[config.mk]
export PLATFORM = sky130hd
export DESIGN_NAME = mul_accumulator_flat
export DESIGN_NICKNAME = d
export VERILOG_FILES = /design/src/rtl/mul_accumulator_pkg.sv /design/src/rtl/mul_accumulator_if.sv /design/src/rtl/mul_accumulator_acc_alu.sv /design/src/rtl/mul_accumulator.sv /design/src/flat_wrapper.sv
export SDC_FILE = /design/constraint.sdc
export NUM_CORES = 1
export LEC_CHECK = 0
export ABC_AREA = 1
export BUFFER_PORTS_ARGS = -buffer_cell sky130_fd_sc_hd__buf_2
export CAP_MARGIN = 20
export CELL_PAD_IN_SITES_DETAIL_PLACEMENT = 1
export CELL_PAD_IN_SITES_GLOBAL_PLACEMENT = 1
export CORE_MARGIN = 4
export CORE_UTILIZATION = 37
export CTS_BUF_LIST = sky130_fd_sc_hd__clkbuf_16
export DETAILED_ROUTE_END_ITERATION = 12
export PLACE_DENSITY_LB_ADDON = 0.1
export REMOVE_ABC_BUFFERS = 1
export SYNTH_ARGS = -nofsm -noshare
export SYNTH_HDL_FRONTEND = slang
export SYNTH_HIERARCHICAL = 1
export SYNTH_SLANG_ARGS = --single-unit
[constraint.sdc]
create_clock -name clk -period 2 [get_ports clk]
set_input_delay 0.4 -clock clk [delete_from_list [all_inputs] [get_ports clk]]
set_output_delay 0.4 -clock clk [all_outputs]
set_load 0.02 [all_outputs]
[src/rtl/mul_accumulator_pkg.sv]
// Shared definitions for the multiply-accumulate readout block.
//   - opcode_e : operation applied to the running accumulator
//   - state_e  : handshake FSM state encoding
//   - K_DEFAULT: default multiplier operand width (accumulator is 2*K bits)
package mul_accumulator_pkg;

  localparam int K_DEFAULT = 16;

  typedef enum logic [1:0] {
    OP_NOP   = 2'b00,
    OP_LOAD  = 2'b01,
    OP_ACC   = 2'b10,
    OP_CLEAR = 2'b11
  } opcode_e;

  typedef enum logic [1:0] {
    IDLE = 2'b00,
    EXEC = 2'b01,
    HOLD = 2'b10
  } state_e;

endpackage

[src/rtl/mul_accumulator_if.sv]
// Request/result bus between the multiplier result stage and the accumulator.
//   in_valid/in_ready : request handshake carrying opcode + product
//   out_valid/out_ready : result handshake carrying acc_out + overflow
// master = request producer / result consumer, slave = accumulator block.
interface mul_accumulator_if
  import mul_accumulator_pkg::*;
#(
  parameter int K = K_DEFAULT
);
  logic             in_valid;
  logic             in_ready;
  logic [1:0]       opcode;
  logic [2*K-1:0]   product;
  logic             out_valid;
  logic             out_ready;
  logic [2*K-1:0]   acc_out;
  logic             overflow;

  modport master (
    output in_valid, opcode, product, out_ready,
    input  in_ready, out_valid, acc_out, overflow
  );

  modport slave (
    input  in_valid, opcode, product, out_ready,
    output in_ready, out_valid, acc_out, overflow
  );
endinterface

[src/rtl/mul_accumulator_acc_alu.sv]
// Combinational next-state logic for the accumulator and sticky overflow.
//   acc_i/ovf_i   : current accumulator and overflow flag
//   product_i     : captured unsigned product
//   opcode_i      : captured operation
//   acc_o/ovf_o   : values to load when the operation executes
// SAT selects the overflow policy: 0 wraps, 1 clamps to all-ones.
module acc_alu
  import mul_accumulator_pkg::*;
#(
  parameter int K   = K_DEFAULT,
  parameter int SAT = 0
) (
  input  logic [2*K-1:0] acc_i,
  input  logic [2*K-1:0] product_i,
  input  opcode_e        opcode_i,
  input  logic           ovf_i,
  output logic [2*K-1:0] acc_o,
  output logic           ovf_o
);
  localparam int W = 2 * K;

  // One extra bit so the carry out of the unsigned add is visible.
  logic [W:0] sum;

  function automatic logic [W-1:0] sat_or_wrap(input logic [W:0] s);
    if (SAT != 0 && s[W]) return '1;
    return s[W-1:0];
  endfunction

  always_comb begin
    sum   = {1'b0, acc_i} + {1'b0, product_i};
    acc_o = acc_i;
    ovf_o = ovf_i;
    case (opcode_i)
      OP_LOAD: begin
        acc_o = product_i;
        ovf_o = 1'b0;
      end
      OP_ACC: begin
        acc_o = sat_or_wrap(sum);
        // Sticky: a carry sets the flag, a clean add leaves it alone.
        if (sum[W]) ovf_o = 1'b1;
      end
      OP_CLEAR: begin
        acc_o = '0;
        ovf_o = 1'b0;
      end
      default: ;
    endcase
  end
endmodule

[src/rtl/mul_accumulator.sv]
// Accumulator stage fed by the 16x16 multiplier.
// Captures {opcode, product} on the request handshake, applies the opcode
// to a running 2K-bit accumulator one cycle later, then holds the result
// with out_valid until the consumer takes it.
//   clk, rst : clock and synchronous active-high reset
//   bus      : slave side of mul_accumulator_if (request + result handshakes)
// acc_out and overflow mirror the accumulator registers at all times.
module mul_accumulator
  import mul_accumulator_pkg::*;
#(
  parameter int K   = K_DEFAULT,
  parameter int SAT = 0
) (
  input  logic                clk,
  input  logic                rst,
  mul_accumulator_if.slave    bus
);
  localparam int W = 2 * K;

  state_e         state_q;
  opcode_e        op_q;
  logic [W-1:0]   prod_q;
  logic [W-1:0]   acc_q;
  logic [W-1:0]   acc_d;
  logic           ovf_q;
  logic           ovf_d;
  logic           in_ready_q;
  logic           out_valid_q;

  acc_alu #(
    .K   (K),
    .SAT (SAT)
  ) u_acc_alu (
    .acc_i     (acc_q),
    .product_i (prod_q),
    .opcode_i  (op_q),
    .ovf_i     (ovf_q),
    .acc_o     (acc_d),
    .ovf_o     (ovf_d)
  );

  // in_ready/out_valid are registered alongside the state so they change
  // on the same edge as the state they describe.
  always_ff @(posedge clk) begin
    if (rst) begin
      state_q     <= IDLE;
      op_q        <= OP_NOP;
      prod_q      <= '0;
      acc_q       <= '0;
      ovf_q       <= 1'b0;
      in_ready_q  <= 1'b1;
      out_valid_q <= 1'b0;
    end else begin
      case (state_q)
        IDLE: begin
          if (bus.in_valid) begin
            prod_q     <= bus.product;
            op_q       <= opcode_e'(bus.opcode);
            in_ready_q <= 1'b0;
            state_q    <= EXEC;
          end
        end
        EXEC: begin
          acc_q       <= acc_d;
          ovf_q       <= ovf_d;
          out_valid_q <= 1'b1;
          state_q     <= HOLD;
        end
        HOLD: begin
          // A request arriving together with out_ready waits for IDLE.
          if (bus.out_ready) begin
            out_valid_q <= 1'b0;
            in_ready_q  <= 1'b1;
            state_q     <= IDLE;
          end
        end
        default: begin
          out_valid_q <= 1'b0;
          in_ready_q  <= 1'b1;
          state_q     <= IDLE;
        end
      endcase
    end
  end

  assign bus.in_ready  = in_ready_q;
  assign bus.out_valid = out_valid_q;
  assign bus.acc_out   = acc_q;
  assign bus.overflow  = ovf_q;
endmodule

[src/flat_wrapper.sv]
// flat-port wrapper written by rule: the top's interface ports become plain ports
module mul_accumulator_flat import mul_accumulator_pkg::*;
#(
  parameter int K   = K_DEFAULT,
  parameter int SAT = 0
)
  (clk, rst, bus_in_valid, bus_opcode, bus_product, bus_out_ready, bus_in_ready, bus_out_valid, bus_acc_out, bus_overflow);
  mul_accumulator_if #(.K(K)) bus_i ();
  input  logic clk;
  input  logic rst;
  input wire logic [$bits(bus_i.in_valid)-1:0] bus_in_valid;
  input wire logic [$bits(bus_i.opcode)-1:0] bus_opcode;
  input wire logic [$bits(bus_i.product)-1:0] bus_product;
  input wire logic [$bits(bus_i.out_ready)-1:0] bus_out_ready;
  output wire logic [$bits(bus_i.in_ready)-1:0] bus_in_ready;
  output wire logic [$bits(bus_i.out_valid)-1:0] bus_out_valid;
  output wire logic [$bits(bus_i.acc_out)-1:0] bus_acc_out;
  output wire logic [$bits(bus_i.overflow)-1:0] bus_overflow;
  assign bus_i.in_valid = bus_in_valid;
  assign bus_i.opcode = bus_opcode;
  assign bus_i.product = bus_product;
  assign bus_i.out_ready = bus_out_ready;
  assign bus_in_ready = bus_i.in_ready;
  assign bus_out_valid = bus_i.out_valid;
  assign bus_acc_out = bus_i.acc_out;
  assign bus_overflow = bus_i.overflow;
  mul_accumulator #(.K(K), .SAT(SAT)) u_core (.clk(clk), .rst(rst), .bus(bus_i));
endmodule
==> metrics.md <==
| Metric | Value |
|---|---|
| M3 GR Usage | 0.0364 |
| CTS sink cnt | 71 |
| Slew of the pin with the lowest slew margin | 438 ps |
| Final cycle utilization of the critical path | 1.01 |
| Average routed wire per standard cell | 15.4 um |
| Post-Syn Area per Cell | 5.96 um^2 |
| Via count | 6,273 |
| Clk_skew | 8.70 ps |
| Fmax achieved | 0.497 GHz |
| PnR worst setup slack | -13.9 ps |
| Die width | 130 um |
| Final max-slew violation count | 0 |
| Die Span Y | 130 um |
| Pwr dens | 646 mW/mm^2 |
| Core box area | 0.0145 mm^2 |
| Number of synthesized flops with an enable pin | 0 |
| Hold Violations, Final | 0 |
| Post-Layout Cell Count | 1,263 |
| Worst EP required | 2240 ps |
| Post-Synthesis Cells | 923 |
| Post-synth ARST share | 0 |
| Setup violators final | 2 |
| Place WS | -187 ps |
| Power, Total | 4.90 mW |
| Diode count | 0 |
| Row cnt | 44 |
| Nets | 1,145 |
| Synth area leaders | dfxtp_1, nand2_1, nor2_1 |
| Root Buffer | clkbuf_16 |
| Util after Layout | 0.522 |
| Sequential-to-total area share from yosys stat | 0.258 |
| Worst VDD drop | 0.000547 V |
| CTS Buf Count | 9 |
| Clk Latency, worst-skew pair | 350 ps |
| Number of port buffers | 72 |
| First-pass GRT wire length | 31.1 mm |
| Worst Path Arrival | 2250 ps |
| GR Layer Usage met2 | 0.386 |
| IO Count | 73 |
| FF+latch count, synth | 71 |
| CTS tree | yes |
| Slew Limit Headroom | 0.708 |
| Tightest Hold Check Type | input pin to register |
| Layout area overhead | 37.9% |
| Commonest cells after routing, fill and taps aside | nand2_1, nor2_1, inv_1 |
| Distinct cells, synth | 40 |
| Final GP Congestion | 0.905 |
| Number of global-route vias before repair | 6,325 |
| Largest net degree at the start of global routing | 41 |
| M1 GR Usage | 0.318 |
| Busiest grt layer | met2 |
| Initial core utilization | 0.379 |
| Fillcell total | 2,004 |
| Most common cell after layout, fill and taps aside | nand2_1 |
| DRC viols | 0 |
| Worst setup SP type | register |
| Starting DRC count in detailed routing | 283 |
| Die area | 0.0169 mm^2 |
| First-pass DRT Iterations | 4 |
| Status | finished with violations |
| CP Max Fanout | 4 |
| Fin crit period | 2010 ps |
| Vias per cell | 4.97 |
| Share of cells above drive strength 1 | 0.321 |
| Leading area contributor after synthesis | dfxtp_1 |
| Synth top area share | 0.258 |
| Ys Warns | 6 |
| Drt total wl | 19.5 mm |
| RSZ-0062 raised after global routing | true |
| Lkg Pwr | 3.80 nW |
| Cells after DPL | 1,242 |
| CP Class | register to register |
| Antenna violations before repair | 0 |
| CP endpoint kind | register |
| Antenna-violating nets left | 0 |
| DP HPWL | 14.3 mm |
| Htree depth | 3 |
| Max Cap Viol | 0 |
| Worst hold margin | 255 ps |
| Failing checks | setup timing |
| Syn Std Cell Area | 0.00551 mm^2 |
| GRT Overall Usage | 0.233 |
| Deepest clock path buffer count | 2 |
| Worst-path clk slew | 60 ps |
| GR Overflow Total | 0 |
| Ys flop type | dfxtp_1 |
cells in the mapped netlist, types with 2 or more instances:
cell,number
o21bai_1,5
inv_1,100
dfxtp_1,71
nor2_4,2
o211ai_1,3
nor2_2,11
clkbuf_1,6
nand4_1,4
or2_1,3
buf_6,3
inv_2,8
nand3b_1,4
o21ai_0,65
a21oi_2,4
buf_4,8
nor3_2,2
ha_1,32
nand2_1,258
nand3_1,59
nand3_2,4
o21ai_1,11
nor2_1,181
and2_1,3
buf_2,9
a21oi_1,27
nand2_2,20
nor4_1,2
nand2_4,2
a22o_1,5
where the power goes:
group          internal, mW  total [mW]  switching [mW]
combinational         0.688        1.58           0.891
sequential             1.54        1.68           0.132
clock                 0.970        1.65           0.680
total                  3.20        4.90            1.70
path summary, 6_finish.rpt:
path / from / endpoint / slack [ps] / cells after the start
worst max register to register: u_core/prod_q[0] / u_core/bus.acc_out[26] / -10 / 14
worst max-delay path: u_core/prod_q[0] / u_core/bus.acc_out[26] / -10 / 14
worst min-delay path: rst / u_core/state_q[1] / 260 / 2
worst min register to register: u_core/bus.in_ready / u_core/bus.in_ready / 450 / 2
per-layer routing:
metal	vias up	part of all wire	wire (um)
met1	2960	0.49	9560
met3	11	0.035	681
met2	93	0.46	9030
met4	0	0.0096	187
li1	3209	-	-
met5	-	0	0
cell type report:
type	instances	area [um^2]	area share
timing repair buffer	167	1100	0.145
inverter	110	415	0.0547
multi-input combinational	715	4100	0.539
clock inverter	7	72.6	0.00956
tap	184	230	0.0303
clock buffer	9	225	0.0297
sequential	71	1450	0.192
stage by stage:
stage	cell area, um^2	TNS (ps)
after floorplan	5340	-340
after global routing	7590	-1250
final	7590	-14.3
after CTS	7070	-11.1
after global placement	6640	-846
after detailed placement	6640	-1750
registers in the layout (all words and copies together) (netlist names):
register / cells
u_core/bus.acc_out: 32
u_core/bus.in_ready: 1
u_core/bus.out_valid: 1
u_core/bus.overflow: 1
u_core/op_q: 2
u_core/prod_q: 32
u_core/state_q: 2
repair_timing:
| item | CTS | global route |
|---|---|---|
| resized for setup | 34 | 117 |
| setup buffers | 1 | 4 |
| pin swaps | 5 | 32 |
| endpoints found under the setup margin | 22 | 25 |
| hold buffers | 0 | 0 |
critical path, cell delays in order, from the launching register on:
cell,delay (ps)
dfxtp_2,340
ha_4,160
fa_2,340
nand2_2,90
nand2_1,70
nand3b_1,130
nand2_2,90
nand2_2,80
nand2_4,70
nand2_2,70
nand3b_1,80
nand3_1,90
nand2_1,50
o21ai_0,170
nor2_1,60
kinds of logic (layout without fill, tap and decap cells):
family / count (synthesis) / count (layout) / share of synthesized area
xor+xnor: 1 / 1 / 0.00159
fa+ha+maj: 33 / 33 / 0.0764
flops: 71 / 71 / 0.258
compound gates: 124 / 124 / 0.127
buf+inv: 137 / 293 / 0.106
simple gates: 557 / 557 / 0.431
Note: power is estimated with default switching activity, not from simulation.
